## src/rtl/booth_mult_arbiter_pkg.sv

```systemverilog
// Shared definitions for the Booth multiplier arbiter: FSM encodings, datapath widths,
// and the radix-4 Booth partial-product selector.
package booth_mult_arbiter_pkg;

   localparam int OPW = 4;
   localparam int PW  = 8;

   typedef enum logic [1:0] {
      IDLE = 2'd0,
      MULT = 2'd1,
      RESP = 2'd2
   } state_t;

   // Radix-4 Booth digit {x[2i+1], x[2i], x[2i-1]} selects 0, +-a or +-2a.
   function automatic logic [PW-1:0] booth_pp(input logic [2:0] grp, input logic [PW-1:0] a_ext);
      logic [PW-1:0] pp;
      pp = '0;
      case (grp)
         3'b001, 3'b010: pp = a_ext;
         3'b011:         pp = a_ext << 1;
         3'b100:         pp = -(a_ext << 1);
         3'b101, 3'b110: pp = -a_ext;
         default:        pp = '0;
      endcase
      return pp;
   endfunction

endpackage

```

## src/rtl/booth_mult_arbiter_booth.sv

```systemverilog
// Combinational 4x4 signed radix-4 Booth multiplier; exact over the full signed range.
module multiplicador_Booth
   import booth_mult_arbiter_pkg::*;
(
   input  logic [OPW-1:0] a,
   input  logic [OPW-1:0] x,
   output logic [PW-1:0]  p
);

   logic [PW-1:0] a_ext;
   logic [PW-1:0] pp0;
   logic [PW-1:0] pp1;

   assign a_ext = {{(PW-OPW){a[OPW-1]}}, a};
   assign pp0   = booth_pp({x[1:0], 1'b0}, a_ext);
   assign pp1   = booth_pp(x[3:1], a_ext);
   assign p     = pp0 + (pp1 << 2);

endmodule

```

## src/rtl/booth_mult_arbiter.sv

```systemverilog
// Round-robin front end sharing one Booth multiplier among NREQ valid/ready requesters,
// with a single registered response channel and one operation in flight.
module booth_mult_arbiter
   import booth_mult_arbiter_pkg::*;
#(
   parameter int NREQ = 4,
   parameter int IDW  = 2
) (
   input  logic                clk,
   input  logic                rst,
   input  logic [NREQ-1:0]     req_valid,
   input  logic [OPW*NREQ-1:0] req_a,
   input  logic [OPW*NREQ-1:0] req_x,
   output logic [NREQ-1:0]     req_ready,
   output logic                resp_valid,
   input  logic                resp_ready,
   output logic [IDW-1:0]      resp_id,
   output logic [PW-1:0]       resp_p
);

   state_t         state_q;
   state_t         state_d;
   logic [IDW-1:0] rr_q;
   logic [IDW-1:0] rr_next;
   logic [IDW-1:0] grant;
   logic           grant_vld;
   logic [OPW-1:0] a_sel;
   logic [OPW-1:0] x_sel;
   logic [OPW-1:0] a_q;
   logic [OPW-1:0] x_q;
   logic [IDW-1:0] id_q;
   logic [PW-1:0]  prod;
   logic           accept;

   // First valid requester at or after ptr, wrapping at NREQ; MSB flags a hit.
   function automatic logic [IDW:0] rr_pick(input logic [NREQ-1:0] v, input logic [IDW-1:0] ptr);
      logic [IDW:0]   res;
      logic [IDW-1:0] idx_b;
      logic           found;
      int             idx;
      res   = '0;
      found = 1'b0;
      for (int i = 0; i < NREQ; i++) begin
         idx = int'(ptr) + i;
         if (idx >= NREQ) idx = idx - NREQ;
         idx_b = IDW'(idx);
         if (!found && v[idx_b]) begin
            found = 1'b1;
            res   = {1'b1, idx_b};
         end
      end
      return res;
   endfunction

   always_comb begin
      {grant_vld, grant} = rr_pick(req_valid, rr_q);
   end

   always_comb begin
      a_sel = '0;
      x_sel = '0;
      for (int i = 0; i < NREQ; i++) begin
         if (grant == IDW'(i)) begin
            a_sel = req_a[i*OPW +: OPW];
            x_sel = req_x[i*OPW +: OPW];
         end
      end
   end

   assign rr_next = (grant == IDW'(NREQ-1)) ? '0 : grant + 1'b1;
   assign accept  = (state_q == IDLE) && grant_vld && !rst;

   // NOTE: every output of a combinational block gets a default first, so no path leaves it unassigned and no latch is inferred.
   always_comb begin
      state_d   = state_q;
      req_ready = '0;
      case (state_q)
         IDLE: begin
            if (accept) begin
               req_ready[grant] = 1'b1;
               state_d          = MULT;
            end
         end
         MULT:    state_d = RESP;
         RESP:    if (resp_ready) state_d = IDLE;
         default: state_d = IDLE;
      endcase
   end

   // NOTE: registers use non-blocking assignments so every flop samples pre-edge values regardless of statement order.
   always_ff @(posedge clk) begin
      if (rst) begin
         state_q    <= IDLE;
         rr_q       <= '0;
         resp_valid <= 1'b0;
         resp_id    <= '0;
         resp_p     <= '0;
      end else begin
         state_q <= state_d;
         case (state_q)
            IDLE: if (accept) rr_q <= rr_next;
            MULT: begin
               resp_p     <= prod;
               resp_id    <= id_q;
               resp_valid <= 1'b1;
            end
            RESP:    if (resp_ready) resp_valid <= 1'b0;
            default: resp_valid <= 1'b0;
         endcase
      end
   end

   // NOTE: operand holding registers are deliberately not reset; they are only read in MULT, which always follows a capture.
   always_ff @(posedge clk) begin
      if (accept) begin
         a_q  <= a_sel;
         x_q  <= x_sel;
         id_q <= grant;
      end
   end

   multiplicador_Booth u_mult (
      .a (a_q),
      .x (x_q),
      .p (prod)
   );

endmodule

```

## config.mk

```make
export PLATFORM = sky130hd
export DESIGN_NAME = booth_mult_arbiter
export DESIGN_NICKNAME = d
export VERILOG_FILES = /design/src/rtl/booth_mult_arbiter_pkg.sv /design/src/rtl/booth_mult_arbiter_booth.sv /design/src/rtl/booth_mult_arbiter.sv
export SDC_FILE = /design/constraint.sdc
export NUM_CORES = 1
export LEC_CHECK = 0
export BUFFER_PORTS_ARGS = -buffer_cell sky130_fd_sc_hd__buf_4
export CELL_PAD_IN_SITES_DETAIL_PLACEMENT = 1
export CELL_PAD_IN_SITES_GLOBAL_PLACEMENT = 1
export CORE_UTILIZATION = 30
export CTS_BUF_LIST = sky130_fd_sc_hd__clkbuf_4
export CTS_CLUSTER_DIAMETER = 50
export DETAILED_ROUTE_END_ITERATION = 6
export PLACE_DENSITY = 0.63
export SLEW_MARGIN = 15
export SYNTH_ARGS = -nofsm -noshare
export SYNTH_HDL_FRONTEND = slang
export SYNTH_SLANG_ARGS = --single-unit
```

## constraint.sdc

```tcl
create_clock -name clk -period 3.9 [get_ports clk]
set_clock_uncertainty 0.05 [all_clocks]
set_input_delay 0.975 -clock clk [delete_from_list [all_inputs] [get_ports clk]]
set_output_delay 0.975 -clock clk [all_outputs]
set_load 0.03 [all_outputs]
```

### Word-level counts from Yosys, hierarchy flattened

Cells that the tools add are included.

* add/subtract/negate cells: 11
* magnitude comparators: 10
* eq/ne operators: 16
* multiplexer cells: 39
* bitwise logic cells: 1
* reduce and logical (&&, ||, !) cells: 17

Operators by type and width (number)
* 2-to-1 mux 4 bit: 10
* case mux 6 bit (4 select lines): 1
* case mux 8 bit (3 select lines): 1
* negator 8 bit: 2
* less-than comparator 2 x 3 -> 1 bit, second input constant: 5
* 2-to-1 mux 2 bit: 7
* 2-to-1 mux 3 bit: 4
* equality test 2 bit, second input constant: 5
* equality test 3 bit, second input constant: 3
* >= comparator 3 bit, second input constant: 3
* 2-to-1 mux 1 bit: 9
* adder 8 bit: 1
* binary-select mux 1 bit (select 2 bit): 4
* subtractor 2 x 1 -> 2 bit, second input constant: 4
* adder 2 x 2 -> 3 bit, second input constant: 2
* equality test 2 x 1 -> 1 bit, second input constant: 3
* equality test 3 x 2 -> 1 bit, second input constant: 2
* logical AND 1 bit: 6
* case mux 2 bit (3 select lines): 1
* AND reduction 2 bit: 3
* zero test 1 bit: 4
* zero test 2 bit: 2
* != test 2 bit, second input constant: 2
* OR reduction 2 bit: 2
* 8 further kinds: 8

* bits in registers: 25
* output and inout port bits: 15

### Depth between registers and ports, before layout

* depth in word-level cells: 20
* mapped depth: 13

### Hierarchy

Synthesis repeated with hierarchy kept, for this count alone.

* cell total of the unflattened synthesis: 244
* area, all modules: 1981.9 um2

By module, submodules not included
* booth_mult_arbiter: times used 1, cells an instance 152, area each 1337.5 um2
* multiplicador_Booth: times used 1, cells an instance 92, area each 644.4 um2

### Least setup slack after synthesis

Ideal clock, no wire load.

* kind: input to output
* start point: input port req_valid[2]
* end point: output port req_ready[3]
* data arrival time: 2.489 ns
* slack: 0.386 ns
* stages on the path: 7
* cell sequence: mux2i_1 nor2_1 nor3_1 ha_1 clkbuf_1 clkbuf_1 and2_1

* longest elaborated chain between the ends: 18

Ends and longest elaborated chain
* start, declared: line booth_mult_arbiter.sv:11 `input logic [NREQ-1:0] req_valid,`
* binary-select mux 1 bit (select 2 bit): line booth_mult_arbiter.sv:47 `if (!found && v[idx_b]) begin`
* 2-to-1 mux 1 bit (not written as such): line booth_mult_arbiter.sv:47
* 2-to-1 mux 1 bit: line booth_mult_arbiter.sv:47
* zero test 1 bit: line booth_mult_arbiter.sv:47
* logical AND 1 bit: line booth_mult_arbiter.sv:47
* 2-to-1 mux 1 bit: line booth_mult_arbiter.sv:47
* zero test 1 bit: line booth_mult_arbiter.sv:47
* logical AND 1 bit: line booth_mult_arbiter.sv:47
* [... 3 more ...]
* 2-to-1 mux 3 bit (*): line booth_mult_arbiter.sv:47
* net grant[0]: line booth_mult_arbiter.sv:25 `logic [IDW-1:0] grant;`
* less-than comparator 2 x 3 -> 1 bit (not written as such) or >= comparator 2 x 1 -> 1 bit (tied branches): line booth_mult_arbiter.sv:80 `req_ready[grant] = 1'b1;`
* logical AND 1 bit (not written as such): line booth_mult_arbiter.sv:80
* 2-to-1 mux 1 bit (not written as such): line booth_mult_arbiter.sv:80
* demux 1 bit (select 2 bit) (*): line booth_mult_arbiter.sv:80
* 2-to-1 mux 4 bit (*): line booth_mult_arbiter.sv:79 `if (accept) begin`
* 2-to-1 mux 4 bit (*): line booth_mult_arbiter.sv:77 `case (state_q)`
* end, declared: line booth_mult_arbiter.sv:14 `output logic [NREQ-1:0] req_ready,`

Mark *: on every way through the listed nets, which the timed path passes. The rest lies on a longest branch. The select of a mux whose other input is x is not followed.

### Worst setup path after layout

* start point: register a_q[0]
* end point: register resp_p[7]

* longest elaborated chain between the ends: 3

Ends and longest elaborated chain
* start, declared: line booth_mult_arbiter.sv:29 `logic [OPW-1:0] a_q;`
* start signal, assigned: line booth_mult_arbiter.sv:116 `a_q <= a_sel;`
* negator 8 bit, on equally long branches: line booth_mult_arbiter_pkg.sv:22, booth_mult_arbiter_pkg.sv:21
* case mux 6 bit (4 select lines) or case mux 8 bit (3 select lines) (tied branches): line booth_mult_arbiter_pkg.sv:18 `case (grp)`
* adder 8 bit (*): line booth_mult_arbiter_booth.sv:17 `assign p = pp0 + (pp1 << 2);`
* end signal, assigned: line booth_mult_arbiter.sv:103 `resp_p <= prod;`
* end, declared: line booth_mult_arbiter.sv:18 `output logic [PW-1:0] resp_p`

Every way passes the cells marked *; elsewhere a longest branch is shown, timed or not.
A chain may end at the register's enable or synchronous reset.

==> results.ini <==
[global_route]
groute.usage.overall=0.157
grt_pass1_wl_um=8110
grt_max_degree=18
gr-total-overflow=0
antenna_found_initial=0
grt_pass1_vias=1726

[floorplanning]
num_rows=28
io_pins=54
die_area_mm2=0.00653
die_w_um=80.8
core-area_mm2=0.00596
start_util=0.313
die_y_um=80.8

[cells_and_area]
regArea_um2=601
drive_gt1_frac=0.253
nNetsFinal=340
multiInputGateArea_mm2=0.00116
fin_area_mm2=0.00239
n_antenna_cell=0
syn_to_final_growth_pct=28.3
nFillCells=743

[clock_tree]
htreeDepth=1
clock_sinks=25
hold_buffers=0
cts_tree=built
clkSlewWorstSetupHoldPaths_ns=0.15
cts_buffers=3
cts_setup_buffers=0
cts_resized=0
clk_latency_ns=0.32
ctsRootBufferMaster=clkbuf_4
clockBufferDepth=2

[setup_path]
crit_chain=nor3_1 > buf_4 > inv_1 > ha_1 > mux2_2 > o21ai_0 > ha_1 > a211oi_1 > o21bai_1 > a21oi_1 > xor3_1 > a211oi_2
crit_path_max_incr_delay_ns=0.46
path_buf_inv=2
path_class=flip-flop to flip-flop
slowest_stage=edfxtp_1
start_kind=flip-flop
cp.required_ns=4.11
crit_top_cell=ha_1
crit_fanout=5
end_kind=flip-flop
cp_top_family=compound AO/OA/AOI/OAI gates
arrival_ns=3.54

[power]
leakage_nw=1.06
power.density_mw_per_mm2=431
max-vdd-ir-drop_mv=0.154

[placement]
place_area_mm2=0.00236
dp_hpwl_um=3970
io_buffers=53
gp_congestion=0.785

[drt]
routedWlPerCell_um=13.1
ant_nets=0
drt-vias-per-instance=4.94
dr.pass1.iters=4
first_iter_violations=26
wl_um=4750
post-route-drc-count=0
vias=1794

[timing]
setup_viol=0
slew_headroom=0.416
max_freq_mhz=301
hold_violations=0
worst_pin_slew_ns=0.875
period_share=0.852
finalMaxSlewViolations=0
post-route-min-period_ns=3.32
tns_ns=0
rsz0062_at_grt=false

[run]
maxCapViolations=0

[synthesis]
synthCells=237
synth_most_common_cell=a21oi_1
netlist-cell-type-count=42
ys_seq_elements=25
synth-edff-count=10
synth_common_cells=32 x a21oi_1, 29 x nand2_1, 28 x nor2_1, 20 x o21ai_0, 15 x dfxtp_1
synth_area_leader_cell=dfxtp_1
ys.flop_type=dfxtp_1
avgSynthCellArea_um2=7.87
synthTopCellsByArea=dfxtp_1 16%, edfxtp_1 16%, a21oi_1 8.6%
synth_area_mm2=0.00186
synth-seq-area-share=0.322
synth_top_area_share=0.161
synth_warnings=0
async_flop_share=0
synth_fp_nets=288

[hold_path]
min_path_type=flip-flop to flip-flop

[status]
run_status=finished, final reports clean

-- final cells by class --
type / count / share of cell area
well taps: 75 / 0.0392
clock inverters: 1 / 0.00262
repair buffers: 64 / 0.201
inverters: 8 / 0.0126
clock buffers: 3 / 0.00942
multi-input cells: 187 / 0.484
flip-flops and latches: 25 / 0.251
-- worst paths after layout --
check	start	endpoint	slack, ns	cells past startpoint
worst max-delay path	a_q[0]$_DFFE_PN_	resp_p[7]$_SDFFE_PP0P_	0.58	12
worst min-delay path	resp_p[6]$_SDFFE_PP0P_	resp_p[6]$_SDFFE_PP0P_	0.42	2
worst max register to register	a_q[0]$_DFFE_PN_	resp_p[7]$_SDFFE_PP0P_	0.58	12
worst min register to register	resp_p[6]$_SDFFE_PP0P_	resp_p[6]$_SDFFE_PP0P_	0.42	2
-- cells in the final DEF (no fill, tap or decap), drive strengths merged, types with 2 or more instances in the layout --
cell type,count
o211ai,3
nand3b,2
edfxtp,10
a21o,3
and2,5
a21oi,32
inv,8
xnor2,3
nand3,3
mux2i,4
nand2,29
nor2,28
clkbuf,3
a211oi,4
ha,11
xor2,2
buf,64
nand2b,5
a22oi,7
nor3,7
nand4bb,2
dfxtp,15
nor2b,4
o21ai,20
-- report_power, final --
| group | internal (mW) | switching [mW] | total (mW) | leakage (nW) |
|---|---|---|---|---|
| Clock | 0.0398 | 0.0792 | 0.119 | 0.0183 |
| Sequential | 0.321 | 0.0373 | 0.358 | 0.220 |
| Combinational | 0.252 | 0.302 | 0.554 | 0.824 |
| Total | 0.612 | 0.418 | 1.03 | 1.06 |
-- worst reg2reg max path, cell delays in order (launching register included) --
cell and delay, ns:
edfxtp_1 0.46, nor3_1 0.24, buf_4 0.15, inv_1 0.05, ha_1 0.27, mux2_2 0.26, o21ai_0 0.28, ha_1 0.31
a211oi_1 0.28, o21bai_1 0.12, a21oi_1 0.18, xor3_1 0.44, a211oi_2 0.21
-- through the flow --
stage	hold WS [ns]	util	setup slack, ns	power (mW)	cells
global placement	0.393	0.397	0.597	0.924	359
floorplan	0.395	-	0.386	0.753	237
global route	0.438	0.401	0.266	1.13	363
detailed placement	0.402	0.397	0.549	0.926	359
CTS	0.422	0.401	0.550	1.05	363
finish	0.421	0.401	0.575	1.03	363
-- per-layer routing --
metal,global-route usage,wire length (um)
met1,0.201,2150
met2,0.272,2330
met3,0.0281,228
met4,0.0375,31
met5,0,0
-- state kept, by name (all words and copies together), names as in the netlist --
signal / cells
resp_p: 8
a_q: 4
x_q: 4
id_q: 2
resp_id: 2
rr_q: 2
state_q: 2
resp_valid: 1
-- logic make-up (layout without fill, tap and decap cells) --
family	after synthesis	count (layout)	synth area share
adders and majority gates	12	12	0.0846
and+or+nand+nor	88	88	0.228
muxes	5	5	0.0275
buffers and inverters	25	76	0.0570
xor gates and xnor gates	6	6	0.0362
DFF	25	25	0.322
AOI/OAI and AO/OA	76	76	0.244
Power figures use the tool's default switching activity.
